$ cat src/rtl/wam_pkg.sv
// wam_pkg: definitions shared by the game controller and the score/display blocks.
//   state_t       game state codes, driven on wam_ctl.state
//   *_SEC_DEF     default phase lengths in seconds
//   sec_dec()     seconds decrement that saturates at zero
package wam_pkg;

  typedef enum logic [2:0] {
    ST_IDLE  = 3'd0,
    ST_CNTDN = 3'd1,
    ST_PLAY  = 3'd2,
    ST_PAUSE = 3'd3,
    ST_OVER  = 3'd4
  } state_t;

  localparam int ROUND_SEC_DEF = 60;
  localparam int CNTDN_SEC_DEF = 3;
  localparam int SEC_W         = 7;

  function automatic logic [SEC_W-1:0] sec_dec(input logic [SEC_W-1:0] s);
    return (s == '0) ? '0 : s - 1'b1;
  endfunction

endpackage

$ cat src/rtl/wam_btn.sv
// wam_btn: conditions one raw push-button into a single-cycle press pulse.
//   clk    system clock
//   rst    asynchronous active-high reset
//   btn    raw asynchronous button level
//   pulse  one-cycle pulse on each accepted press (rising edge of the filtered level)
module wam_btn #(
  parameter int DB_CYC = 65536
) (
  input  logic clk,
  input  logic rst,
  input  logic btn,
  output logic pulse
);

  localparam int CW = $clog2(DB_CYC + 1);
  localparam logic [CW-1:0] CNT_MAX = CW'(DB_CYC - 1);

  logic          s1, s2;
  logic          db, db_q;
  logic [CW-1:0] cnt;

  // The filtered level only follows the synchronized input after it has
  // differed from the current filtered value for DB_CYC consecutive cycles.
  always_ff @(posedge clk or posedge rst) begin
    if (rst) begin
      s1   <= 1'b0;
      s2   <= 1'b0;
      db   <= 1'b0;
      db_q <= 1'b0;
      cnt  <= '0;
    end else begin
      s1   <= btn;
      s2   <= s1;
      db_q <= db;
      if (s2 == db) begin
        cnt <= '0;
      end else if (cnt == CNT_MAX) begin
        db  <= s2;
        cnt <= '0;
      end else begin
        cnt <= cnt + 1'b1;
      end
    end
  end

  assign pulse = db & ~db_q;

endmodule

$ cat src/rtl/wam_ctl.sv
// wam_ctl: whack-a-mole game sequencer (countdown, timed round, pause, game over).
//   clk       system clock
//   clr       asynchronous active-high reset
//   sta, pse  raw start/abort and pause/resume buttons
//   state     game state code (wam_pkg::state_t)
//   sec_left  seconds remaining in the current phase
//   gen_en    mole generator enable (PLAY only)
//   scr_en    score accept enable (PLAY only)
//   new_game  one-cycle pulse when a game is started
//   sec_tick  one-cycle pulse at each game-second boundary
//
// state | meaning
// IDLE  | waiting for start, timers cleared
// CNTDN | pre-game countdown, sta aborts
// PLAY  | round running, moles and scoring enabled
// PAUSE | round frozen (tick counter and seconds held)
// OVER  | round finished, sta starts a new game
module wam_ctl
  import wam_pkg::*;
#(
  parameter int TICK_CNT  = 100_000_000,
  parameter int ROUND_SEC = ROUND_SEC_DEF,
  parameter int CNTDN_SEC = CNTDN_SEC_DEF,
  parameter int DB_CYC    = 65536
) (
  input  logic             clk,
  input  logic             clr,
  input  logic             sta,
  input  logic             pse,
  output logic [2:0]       state,
  output logic [SEC_W-1:0] sec_left,
  output logic             gen_en,
  output logic             scr_en,
  output logic             new_game,
  output logic             sec_tick
);

  localparam int TW = (TICK_CNT > 1) ? $clog2(TICK_CNT) : 1;
  localparam logic [TW-1:0]    TICK_MAX = TW'(TICK_CNT - 1);
  localparam logic [SEC_W-1:0] ROUND_LD = SEC_W'(ROUND_SEC);
  localparam logic [SEC_W-1:0] CNTDN_LD = SEC_W'(CNTDN_SEC);

  logic sta_p, pse_p;

  wam_btn #(.DB_CYC(DB_CYC)) u_btn_sta (.clk(clk), .rst(clr), .btn(sta), .pulse(sta_p));
  wam_btn #(.DB_CYC(DB_CYC)) u_btn_pse (.clk(clk), .rst(clr), .btn(pse), .pulse(pse_p));

  state_t           st_q, st_d;
  logic [SEC_W-1:0] sec_q, sec_d;
  logic [TW-1:0]    tick_q, tick_d;
  logic             run, wrap;
  logic             gen_en_d, new_game_d, sec_tick_d;

  assign run  = (st_q == ST_CNTDN) || (st_q == ST_PLAY);
  assign wrap = run && (tick_q == TICK_MAX);

  always_ff @(posedge clk or posedge clr) begin
    if (clr) begin
      st_q     <= ST_IDLE;
      sec_q    <= '0;
      tick_q   <= '0;
      gen_en   <= 1'b0;
      scr_en   <= 1'b0;
      new_game <= 1'b0;
      sec_tick <= 1'b0;
    end else begin
      st_q     <= st_d;
      sec_q    <= sec_d;
      tick_q   <= tick_d;
      gen_en   <= gen_en_d;
      scr_en   <= gen_en_d;
      new_game <= new_game_d;
      sec_tick <= sec_tick_d;
    end
  end

  always_comb begin
    st_d   = st_q;
    sec_d  = sec_q;
    tick_d = run ? (wrap ? '0 : tick_q + 1'b1) : tick_q;
    case (st_q)
      ST_IDLE, ST_OVER: begin
        tick_d = '0;
        if (sta_p) begin
          st_d  = ST_CNTDN;
          sec_d = CNTDN_LD;
        end
      end
      ST_CNTDN: begin
        if (sta_p) begin
          st_d   = ST_IDLE;
          sec_d  = '0;
          tick_d = '0;
        end else if (wrap) begin
          if (sec_q <= 1) begin
            st_d  = ST_PLAY;
            sec_d = ROUND_LD;
          end else begin
            sec_d = sec_dec(sec_q);
          end
        end
      end
      ST_PLAY: begin
        // The second boundary is applied before a pause; ending the round wins.
        if (wrap && sec_q <= 1) begin
          st_d   = ST_OVER;
          sec_d  = '0;
          tick_d = '0;
        end else begin
          if (wrap) sec_d = sec_dec(sec_q);
          if (pse_p) st_d = ST_PAUSE;
        end
      end
      ST_PAUSE: begin
        if (sta_p) begin
          st_d   = ST_IDLE;
          sec_d  = '0;
          tick_d = '0;
        end else if (pse_p) begin
          st_d = ST_PLAY;
        end
      end
      default: begin
        st_d   = ST_IDLE;
        sec_d  = '0;
        tick_d = '0;
      end
    endcase
  end

  always_comb begin
    gen_en_d   = (st_d == ST_PLAY);
    new_game_d = sta_p && ((st_q == ST_IDLE) || (st_q == ST_OVER));
    sec_tick_d = wrap;
  end

  assign state    = st_q;
  assign sec_left = sec_q;

endmodule

$ cat config.mk
export PLATFORM = sky130hd
export DESIGN_NAME = wam_ctl
export DESIGN_NICKNAME = d
export VERILOG_FILES = /design/src/rtl/wam_pkg.sv /design/src/rtl/wam_btn.sv /design/src/rtl/wam_ctl.sv
export SDC_FILE = /design/constraint.sdc
export NUM_CORES = 1
export LEC_CHECK = 0
export ABC_AREA = 1
export ABC_CLOCK_PERIOD_IN_PS = 2800
export CAP_MARGIN = 40
export CORE_MARGIN = 2
export CORE_UTILIZATION = 60
export CTS_CLUSTER_DIAMETER = 100
export CTS_CLUSTER_SIZE = 30
export DETAILED_ROUTE_END_ITERATION = 7
export GPL_TIMING_DRIVEN = 0
export PLACE_DENSITY = 0.9
export SYNTH_ARGS = -nofsm -noshare
export SYNTH_HDL_FRONTEND = slang
export SYNTH_HIERARCHICAL = 1
export SYNTH_SLANG_ARGS = --single-unit
$ cat constraint.sdc
create_clock -name clk -period 2.8 [get_ports clk]
set_clock_uncertainty 0.15 [all_clocks]
set_input_delay 0.7 -clock clk [delete_from_list [all_inputs] [get_ports clk]]
set_output_delay 0.7 -clock clk [all_outputs]
set_load 0.1 [all_outputs]
==> key figures <==
Die
  • Std-Cell Rows: 32
  • Area of the core: 0.007687 mm^2
  • Initial core utilization: 61.47%
  • Die height: 92.75 um
  • Io pins: 18
  • Die Wd: 92.75 um
  • Die ar.: 0.008603 mm^2

Drt
  • Starting DRC count in detailed routing: 313
  • Post-route ant nets: 0
  • Drt pass-1 iters: 5
  • DR DRC count: 0
  • WL final: 10.80 mm
  • Vias per Instance: 5.493
  • Vias: 4202
  • Routed length per placed instance: 14.11 um

Critical path
  • Worst R2R Start: u_btn_sta/db
  • Worst setup EP type: output port
  • Setup CP Type: reg2out
  • Worst R2R End: sec_left[3]
  • R2r worst-path depth: 10
  • Crit-path cells: clkdlybuf4s50_1 -> buf_8
  • Slowest stage delay, CP: 0.58 ns
  • Crit path capture: state[0]
  • Largest fanout on the critical path: 6
  • Worst reg2reg setup slack: 0.72 ns
  • Worst EP arrival: 1.64 ns
  • Startpoint Class: flop
  • Worst setup path start: state[0]
  • Req. time, crit path: 1.95 ns
  • Slowest CP cell: clkdlybuf4s50_1

Synth
  • Synthesized-area fraction occupied by adder cells: 1.589%
  • Yosys reg bits: 82
  • Synth Instances: 616
  • Synth Area in Compound Gates: 4.554%
  • Syn nets: 626
  • Post-synthesis mux area share: 0%
  • XOR/XNOR Fraction of Synth Area: 5.004%
  • Synth Area in Simple Gates: 38.26%
  • Synth warn: 6
  • Main combinational cell family by area after synthesis: simple AND/OR/NAND/NOR gates
  • Distinct cells, synth: 33
  • Mapped Avg Cell Area: 7.672 um^2
  • Mapped Area: 0.004726 mm^2
  • Register area share after synthesis: 43.42%

CTS
  • CTS Hold Bufs: 0
  • Worst-case clock buffer depth: 2
  • Htree depth: 3
  • Root buffer cell: clkbuf_8
  • Resized cells post-CTS: 0
  • Post-CTS setup repair buffer count: 0
  • Clock latency on the worst-skew pair: 0.37 ns
  • CTS tree: done
  • Clock-pin slew on the worst setup and hold paths: 0.09 ns
  • Total CTS buffers: 9
  • CTS Sinks: 82

Finish
  • Area Overhead vs Synth: 15.22%
  • Share of cells above drive strength 1: 14.78%
  • Fin cells: 765
  • Final core occ: 70.83%
  • Multi-input gate area: 0.002335 mm^2
  • Fillers: 555
  • Nets: 668
  • Antenna fix cells: 0
  • Reg area: 0.002052 mm^2

Min path
  • HP Class: reg2reg
  • Cell depth of the worst hold path: 0

Placement
  • Buffers added on ports: 17
  • Gpl congestion: 0.9511
  • DP Wirelength: 7.522 mm
  • Placed Cells incl. Taps: 749

STA
  • Fin crit share: 88.84%
  • Final hold violations: 0
  • Final Setup Violations: 0
  • Slew HR: 43.94%
  • Period minus WS final: 2.487 ns
  • Worst-margin pin slew: 0.8397 ns
  • Fmax: 402.0 MHz
  • Setup TNS: 0 ns
  • Unrepaired setup endpoints after global routing: no
  • Fin. max-slew vios: 0

Pwr
  • Worst vdd ir: 0.4184 mV
  • Leak: 2.507 nW
  • Power Density: 397.7 mW/mm^2
  • Power, Total: 2.166 mW

Run
  • Max-cap violations: 0

GRT
  • GRT overflow: 0
  • Initial antenna violation count: 0
  • Largest net degree at the start of global routing: 41
  • GRT Overall Usage: 27.48%
  • Vias in the first global route: 4262
  • First-pass GRT wire length: 18.86 mm

Outcome
  • Status: completed
-- per-stage QoR --
step | worst slack (ns) | hold slack (ns) | instance area (um^2)
global placement | 0.1138 | 0.1838 | 5024
floorplan | 0.5544 | 0.1812 | 4726
finish | 0.3126 | 0.2093 | 5445
CTS | 0.3097 | 0.2122 | 5445
detailed placement | 0.7306 | 0.1909 | 5234
global route | 0.2713 | 0.2182 | 5445
-- registers in the layout (all words and copies together), names as in the netlist --
register / count
u_btn_pse/db_q: 1
u_btn_pse/db: 1
new_game: 1
scr_en: 1
u_btn_sta/db: 1
tick_q: 27
u_btn_sta/s2: 1
sec_tick: 1
u_btn_sta/s1: 1
u_btn_pse/s1: 1
u_btn_pse/s2: 1
state: 3
u_btn_sta/db_q: 1
u_btn_sta/cnt: 17
sec_left: 7
u_btn_pse/cnt: 17
-- critical path: cells and delay by family, from the launching register on --
kind / cells / cell delay [ns]
buffers and inverters: 2 / 0.79
DFF: 1 / 0.49
-- kinds of logic after synthesis --
group                      after synthesis
DFF                                     82
and+or+nand+nor                        375
AOI/OAI and AO/OA                       38
adders and majority gates                6
xor gates and xnor gates                27
buffers and inverters                   88
-- how the worst min path moves through the flow --
stage / start / to / slack, ns
2_1_floorplan: u_btn_pse/s1 / u_btn_pse/s2 / 0.18
4_1_cts: u_btn_sta/s1 / u_btn_sta/s2 / 0.21
6_report: u_btn_sta/s1 / u_btn_sta/s2 / 0.21
3_5_place_dp: u_btn_sta/s1 / u_btn_sta/s2 / 0.19
5_1_grt: u_btn_pse/s1 / u_btn_pse/s2 / 0.22
3_3_place_gp: u_btn_pse/s1 / u_btn_pse/s2 / 0.18
-- cell type report --
type	count	share of cell area [%]
Tap cell	102	2.344
Multi-Input combinational cell	446	42.88
Inverter	85	5.859
Sequential cell	82	37.68
Clock inverter	6	1.356
Clock buffer	10	2.528
Buffer	3	0.3676
Timing Repair Buffer	31	6.985
-- power by group --
group | switching [mW] | total, mW | internal, mW
Clock | 0.464 | 0.911 | 0.447
Sequential | 0.00823 | 1.20 | 1.19
Combinational | 0.0399 | 0.0535 | 0.0137
Total | 0.512 | 2.17 | 1.65
-- routing by layer --
metal	wire [um]	global-route usage, %	vias up
met3	593	6.998	37
met5	0	0	-
li1	-	-	2026
met2	5490	48.18	164
met1	4443	32.00	1975
met4	267	11.64	0
-- synthesized netlist by cell type, drive strengths merged --
library cell	n	area share [%]
nand2	158	14
nor2	127	12
o21bai	6	0.95
nor3	20	2.4
nor3b	1	0.16
and3	1	0.13
buf	3	0.42
a31o	1	0.19
nand3b	1	0.42
xor2	19	3.5
nand4	12	1.9
a21oi	16	1.7
o21a	1	0.16
ha	6	1.6
nor4	1	0.13
o21ai	14	1.6
or2	4	0.53
xnor2	8	1.5
inv	85	6.8
nand3	50	6.0
dfrtp	82	43
-- layout by cell type (no fill, tap or decap), types with 2 or more instances in the layout --
| cell | netlist | layout |
|---|---|---|
| dfrtp_1 | 82 | 82 |
| inv_2 | 7 | 8 |
| nand2_4 | 7 | 7 |
| ha_1 | 6 | 6 |
| nand3_1 | 43 | 43 |
| xnor2_1 | 8 | 8 |
| nor2_4 | 9 | 9 |
| a21oi_1 | 16 | 16 |
| nand2_1 | 140 | 140 |
| inv_1 | 78 | 77 |
| clkbuf_8 | 0 | 10 |
| nor2_2 | 14 | 14 |
| or2_1 | 2 | 2 |
| o21ai_1 | 3 | 3 |
| nor3_1 | 17 | 17 |
| o21ai_0 | 10 | 10 |
| clkdlybuf4s50_1 | 0 | 17 |
| nand3_2 | 7 | 7 |
| buf_8 | 0 | 14 |
| xor2_1 | 19 | 19 |
| nand2_2 | 11 | 11 |
| nor3_2 | 3 | 3 |
| clkinvlp_4 | 0 | 2 |
| or2_2 | 2 | 2 |
| o21bai_1 | 6 | 6 |
| buf_4 | 2 | 2 |
| nand4_1 | 11 | 11 |
| nor2_1 | 104 | 104 |
Power figures use the tool's default switching activity.
